### src/rtl/rr_mux4_arbiter.sv
// Round-robin arbiter that shares one 4:1 data mux among four requesters.
// Each grant is held for a burst that ends on the source's last beat or after MAX_BURST beats.
module rr_mux4_arbiter #(
   parameter int DATA_W    = 8,
   parameter int MAX_BURST = 4
) (
   input  logic                clk,
   input  logic                rst,
   input  logic [3:0]          req,
   input  logic [4*DATA_W-1:0] din,
   input  logic [3:0]          last,
   output logic [3:0]          ack,
   output logic [1:0]          sel,
   output logic                busy,
   output logic                out_valid,
   output logic [DATA_W-1:0]   out_data,
   output logic                out_last,
   input  logic                out_ready
);

   typedef enum logic {
      ST_IDLE,
      ST_BUSY
   } state_t;

   localparam logic [7:0] LAST_BEAT = 8'(MAX_BURST - 1);

   state_t     state_q, state_d;
   logic [1:0] sel_q, sel_d;
   logic [1:0] rr_ptr_q, rr_ptr_d;
   logic [7:0] beat_cnt_q, beat_cnt_d;
   logic       handshake;
   logic       found;
   logic [1:0] cand;

   // Datapath and handshake are purely combinational off the registered select.
   always_comb begin
      // NOTE: every output gets a default first so no path leaves it unassigned (no latch).
      ack       = '0;
      busy      = (state_q == ST_BUSY);
      out_valid = busy & req[sel_q];
      out_data  = din[int'(sel_q)*DATA_W +: DATA_W];
      out_last  = out_valid & last[sel_q];
      handshake = out_valid & out_ready;
      ack[sel_q] = handshake;
   end

   // First requester at or after rr_ptr, wrapping modulo 4.
   always_comb begin
      found = 1'b0;
      cand  = rr_ptr_q;
      for (int k = 0; k < 4; k++) begin
         if (!found && req[rr_ptr_q + 2'(k)]) begin
            found = 1'b1;
            cand  = rr_ptr_q + 2'(k);
         end
      end
   end

   always_comb begin
      state_d    = state_q;
      sel_d      = sel_q;
      rr_ptr_d   = rr_ptr_q;
      beat_cnt_d = beat_cnt_q;
      case (state_q)
         ST_IDLE: begin
            if (found) begin
               sel_d      = cand;
               beat_cnt_d = '0;
               state_d    = ST_BUSY;
            end
         end
         ST_BUSY: begin
            if (handshake) begin
               if (last[sel_q] || (beat_cnt_q == LAST_BEAT)) begin
                  state_d    = ST_IDLE;
                  rr_ptr_d   = sel_q + 2'd1;
                  beat_cnt_d = '0;
               end else begin
                  beat_cnt_d = beat_cnt_q + 8'd1;
               end
            end
         end
         default: state_d = ST_IDLE;
      endcase
   end

   // NOTE: state registers use non-blocking assignments so every flop samples pre-edge values.
   always_ff @(posedge clk) begin
      if (rst) begin
         state_q    <= ST_IDLE;
         sel_q      <= '0;
         rr_ptr_q   <= '0;
         beat_cnt_q <= '0;
      end else begin
         state_q    <= state_d;
         sel_q      <= sel_d;
         rr_ptr_q   <= rr_ptr_d;
         beat_cnt_q <= beat_cnt_d;
      end
   end

   assign sel = sel_q;

endmodule

### config.mk
export PLATFORM = sky130hd
export DESIGN_NAME = rr_mux4_arbiter
export DESIGN_NICKNAME = d
export VERILOG_FILES = /design/src/rtl/rr_mux4_arbiter.sv
export SDC_FILE = /design/constraint.sdc
export NUM_CORES = 1
export LEC_CHECK = 0
export CORE_MARGIN = 1
export CORE_UTILIZATION = 41
export DETAILED_ROUTE_END_ITERATION = 8
export PLACE_DENSITY_LB_ADDON = 0.05
export SLEW_MARGIN = 15
export SYNTH_ARGS = -nofsm -noshare
export SYNTH_HDL_FRONTEND = slang
export SYNTH_SLANG_ARGS = --single-unit
export TNS_END_PERCENT = 10
### constraint.sdc
create_clock -name clk -period 3.1 [get_ports clk]
set_clock_uncertainty 0.05 [all_clocks]
set_input_delay 0.465 -clock clk [delete_from_list [all_inputs] [get_ports clk]]
set_output_delay 0.465 -clock clk [all_outputs]
set_load 0.005 [all_outputs]
Word level (Yosys, flattened, before mapping)
Index checks and enable logic that the tools add are counted.
{"block": "totals", "out_inout_bits": 17, "in_bits": 43, "register_bits": 13, "wordCells": 64}
{"block": "classes", "n_mux": 29, "shifts": 1, "eq_ne": 3, "n_reduce_logical": 11, "n_bitwise": 5, "addsub": 5, "order_cmp": 6}
{"operator": "$shiftx A32 B6 Y8", "n": 1}
{"operator": "$mux W8", "n": 3}
{"operator": "$pmux W8 S2", "n": 1}
{"operator": "$lt A2 B3 Y1 const B", "n": 5}
{"operator": "$mux W1", "n": 14}
{"operator": "$bmux W1 S2", "n": 6}
{"operator": "$add A8 B1 Y8 const B", "n": 1}
{"operator": "$eq A8 B2 Y1 const B", "n": 1}
{"operator": "$mux W2", "n": 3}
{"operator": "$add A2 B1 Y2 const B", "n": 2}
{"operator": "$add A2 B2 Y2 const B", "n": 2}
{"operator": "$and A4 B4 Y4", "n": 1}
{"operator": "$logic_and A1 B1 Y1", "n": 4}
{"operator": "$reduce_and A2 Y1", "n": 2}
{"operator": "$and A1 B1 Y1", "n": 3}
{"operator": "$logic_not A1 Y1", "n": 3}
{"operator": "$reduce_and A3 Y1", "n": 1}
{"operator": "$demux W1 S2", "n": 1}
{"operator": "$ge A2 B1 Y1 const B", "n": 1}
{"operator": "$ne A2 B1 Y1 const B", "n": 1}
{"operator": "$ne A2 B2 Y1 const B", "n": 1}
{"operator": "$pmux W1 S2", "n": 1}
{"operator": "$logic_or A1 B1 Y1", "n": 1}
{"operator": "$not A1 Y1", "n": 1}

Longest topological paths before layout
{"block": "depth", "word_depth": 14, "depth_mapped": 5, "depth_no_buf": 5}

Worst setup path before layout
Ideal clock, no wire load.
{"block": "synth_timing", "path_kind": "register to register", "start": "reg sel_q[0] (netlist: sel[0])", "end": "reg beat_cnt_q[7]", "arrival_ps": 1714, "setup_time_ps": 59, "t_required_ps": 2991, "setup_slack_ps": 1277, "period_less_slack_ps": 1823, "n_path_buf": 0, "stages_incl_launch_ff": 5, "cell_sequence": "dfxtp_1 -> mux4_2 -> a2111o_4 -> o21ai_1 -> a22o_1"}
{"block": "synth_between", "elab_chain_len": 6}
{"element": "start, declared", "line_no": "29", "rtl": "logic [1:0] sel_q, sel_d;"}
{"element": "start signal, assigned", "line_no": "97", "rtl": "sel_q <= sel_d;"}
{"element": "$bmux W1 S2, on equally long branches", "line_no": "41, 75"}
{"element": "$mux W1, on equally long branches", "line_no": "41, 75"}
{"element": "$and A1 B1 Y1 or $logic_or A1 B1 Y1 (tied branches)", "line_no": "41, 75"}
{"element": "$and A1 B1 Y1 or $mux W8 (tied branches)", "line_no": "44, 75"}
{"element": "$ne A2 B1 Y1 (no source line) or $mux W8 (tied branches)"}
{"element": "$reduce_and A2 Y1 (no source line) or $pmux W8 S2 (tied branches)"}
{"element": "end signal, assigned", "line_no": "99", "rtl": "beat_cnt_q <= beat_cnt_d;"}
{"element": "end, declared", "line_no": "31", "rtl": "logic [7:0] beat_cnt_q, beat_cnt_d;"}
Several ways; a longest one is shown, not always the timed one. The select of a mux whose other input is x is not followed.
A chain may end at the register's enable or synchronous reset.

Worst setup path after layout
{"block": "layout_timing", "start": "in req[3]", "end": "out out_last"}
{"block": "layout_between", "elab_chain_len": 4}
{"element": "start, declared", "line_no": "9", "rtl": "input logic [3:0] req,"}
{"element": "$bmux W1 S2", "line_no": "41", "rtl": "out_valid = busy & req[sel_q];"}
{"element": "$mux W1 (not written as such)", "line_no": "41"}
{"element": "$and A1 B1 Y1", "line_no": "41"}
{"element": "$and A1 B1 Y1", "line_no": "43", "rtl": "out_last = out_valid & last[sel_q];"}
{"element": "end, declared", "line_no": "17", "rtl": "output logic out_last,"}
No other way between the ends. The select of a mux whose other input is x is not followed.

==> results.md <==
- The flow ran to the end, and the final reports show no timing, DRC or antenna violations.
- In the post-route analysis, the smallest setup slack over all paths is 336 ps.
- The congestion estimate from routability-driven global placement came to 0.810.
- Buffers inserted to repair hold after CTS numbered 0.
- The multi-input gate area in the final layout is 762 sq um.
- STA puts the critical path data required time at 2580 ps.
- After detailed routing, the number of remaining DRC violations is 0.
- The average instance area after synthesis is 9.85 sq um.
- The tool flagged a number of max-cap violations equal to 0.
- Relative to the synthesized area, the layout overhead comes to 62.4%.
- For the worst-skew pair, the clock arrives at the later sink with an insertion delay of 280 ps.
- The number of antenna violations at the first check in global routing is 0.
- The class of the most critical hold timing path is flop to flop.
- The root buffer cell chosen for the clock tree is sky130_fd_sc_hd__clkbuf_4.
- The core area is 2450 sq um.
- The repair_antennas step left the layout with diodes totalling 0.
- The first global-routing pass estimated 4650 um of wire.
- The xor-xnor portion of the synthesized cell area is 0%.
- The signal on the critical path passes through clkdlybuf4s50_1 > mux4_2 > and3_1 > clkdlybuf4s50_1.
- In this run the number of H-tree levels came out at 1.
- The most common library cell in the layout ignoring fill and taps is sky130_fd_sc_hd__clkdlybuf4s50_1.
- Of the total synthesized cell area, the portion taken by full adders, half adders and majority gates is 5.94%.
- The worst path in the final design needs a cycle of 2760 ps, including I/O delays and setup.
- The worst setup path is captured at an output pin.
- In this run, post-CTS repair resized a total of 0 instances.
- TritonCTS built the clock tree.
- The instance area at placement is 1680 sq um.
- The netlist uses 33 different library cells.
- Entering global routing, the biggest net connects 16 pins.
- Together, buffers and inverters on the worst path number 2.
- The final-layout worst hold slack is 434 ps.
- Post-CTS timing repair inserted 0 buffers for setup.
- For this block, the routed nets add up to 2960 um of wire.
- The synthesized design contains 0 enable-type register cells.
- The post-layout instance area is 1710 sq um.
- The count of input and output buffers is 59.
- In this run the cell area of the synthesized design comes to 1050 sq um.
- The fraction of final layout cells with drive strength greater than 1 is 10.1%.
- The post-layout net count is 218.
- The largest voltage drop on the vdd net is 0.285 mV.
- Summed over all cells, the static leakage comes to 0.000681 uW.
- The critical path is of the primary input to output pin type.
- The clock transition at the registers of the reported paths is 80 ps.
- The floorplan step set the die width to 52.7 um.
- The pre-antenna-repair detailed-routing pass consisted of 4 iterations.
- In this run the power density over the cells is 274 nW/um^2.
- The worst path uses 89.2% of the clock period.
- For this run, the slowest stage of the critical path takes 610 ps.
- The initial core utilization is 42.9%.
- The I/O pin count is 60.
- The layout has 197 filler cells.
- The arrival time at the worst endpoint is 2250 ps.
- The sequential share of the synthesized area is 24.7%.
- The number of routed nets with antenna violations is 0.
- The routed layout has 1,107 vias.
- In this run the deepest clock path goes through 2 buffers.
- The detailed router finished its first iteration with 28 violations.
- By instance count, the cell type seen most on the critical path is sky130_fd_sc_hd__clkdlybuf4s50_1.
- The number of global-route vias before repair is 1,084.
- Summing the areas of all and, or, nand and nor instances in the mapped netlist gives 21.6% of the synthesized area.
- The slowest stage of the critical path is the sky130_fd_sc_hd__mux4_2 cell.
- The total clock buffers created by CTS is 3.
- Measured along the y axis, the die boundary spans 52.7 um.
- The kind of cell with the highest combined delay along the critical path is buffers and inverters.
- Total power for the finished layout comes to 469 uW.
- The complex-gate fraction of the synthesized area is 22.0%.
- Yosys printed 0 warnings.
- The number of sinks on the clock net is 13.
- The floorplan step defined a die boundary enclosing 2780 sq um.
- After synthesis the netlist holds a flip-flop and latch count of 13.
- The estimated wirelength of the detail-placed design is 2360 um.
- In the synthesized netlist the dominant register cell turns out to be sky130_fd_sc_hd__dfxtp_1.
- The final hold violation count is 0.
- Setup repair after global routing left no endpoint under its margin.
- Global routing used 23.3% of the available tracks.
- The synthesized net count is 155.
- STA classifies the critical path startpoint as a primary input.
- Setup violations remaining at the end of the flow were counted as 0.
- The number of max-slew violations in the final report is 0.
- The register cell area after layout is 260 sq um.
- For this run, the top clock speed supported by timing is 0.362 GHz.
- The critical-path maximum fanout is 9.
- Of all flip-flops after synthesis, the portion carrying an async set or reset was 0%.
- At the pin with the least slew margin, the transition time is 466 ps.
- The total negative slack for setup checks is 0 ps.
- Measured against its own limit, the worst slew margin works out to 68.7%.
- The total number of placement rows is 18.
- Using the TritonRoute via totals, the vias-per-cell ratio works out to 5.56.
- Summed over all layers, the global routing overflow is 0.
- Leaving out fill and tap cells, the most frequent cells in the layout are sky130_fd_sc_hd__clkdlybuf4s50_1, sky130_fd_sc_hd__dfxtp_1, sky130_fd_sc_hd__and3_1.
- The number of standard cells after synthesis is 107.
- After detailed routing, the average wire length per cell comes to 14.8 um.
- The worst setup slack before clock tree synthesis is 353 ps.
- The worst setup slack for register-to-register paths is 1120 ps.
- Measured against the total synthesized area, the mux share comes to 22.8%.
- The combinational family with the most area after synthesis is multiplexers.
==> Yosys cell counts, drive strengths merged (2+ instances only) <==
cell | count | area (sq um)
and2 | 3 | 18.8
dfxtp | 13 | 260
inv | 5 | 18.8
nand2 | 2 | 7.51
buf | 2 | 8.75
nor4 | 2 | 12.5
nor2 | 7 | 42.5
o21ai | 12 | 60.1
a22o | 6 | 52.6
mux4 | 10 | 229
a21oi | 6 | 30.0
ha | 5 | 62.6
and3 | 11 | 68.8
nor2b | 8 | 50.1
==> final timing paths <==
check / start / endpoint / depth (start not counted)
worst max-delay path: req[3] / out_last / 4
worst min-delay path: beat_cnt_q[1]$_SDFFE_PP0P_ / beat_cnt_q[1]$_SDFFE_PP0P_ / 1
worst max register to register: sel[0]$_SDFFE_PP0P_ / beat_cnt_q[4]$_SDFFE_PP0P_ / 4
worst min register to register: beat_cnt_q[1]$_SDFFE_PP0P_ / beat_cnt_q[1]$_SDFFE_PP0P_ / 1
==> layout make-up <==
class | count | share of cell area [%]
clock buffer | 4 | 1.54
timing repair buffer | 61 | 35.4
inverter | 5 | 1.10
multi-input combinational | 86 | 44.6
tap | 30 | 2.19
sequential | 13 | 15.2
==> logic make-up after synthesis <==
| logic type | count (synthesis) |
|---|---|
| DFF | 13 |
| buffers and inverters | 8 |
| and+or+nand+nor | 37 |
| AOI/OAI and AO/OA | 33 |
| muxes | 11 |
| adders and majority gates | 5 |
==> per-stage QoR <==
stage	cells	util, %
6_report	199	69.7
5_1_grt	199	69.7
4_1_cts	199	69.7
3_5_place_dp	195	68.6
3_3_place_gp	195	68.6
2_1_floorplan	107	-
==> registers in the layout, indices dropped and copies added (netlist names) <==
signal	cells
beat_cnt_q	8
sel	2
rr_ptr_q	2
busy	1
==> worst register-to-register path, delay by kind of cell (launching register included) <==
kind | cells | cell delay, ps
flip-flops | 1 | 510
AO/OA/AOI/OAI | 3 | 720
multiplexers | 1 | 650
==> metal layers <==
metal,track usage (%),vias up,routed length [um]
li1,-,546,-
met1,25.0,521,1180
met2,44.3,38,1610
met3,6.09,2,144
met4,6.14,0,16
met5,0,-,0
==> report_power, final <==
group	internal, uW	switching, uW	leakage, uW
clock network	50.0	56.8	0.0000150
registers	171	5.36	0.000105
logic	121	65.1	0.000561
Power figures use the tool's default switching activity.
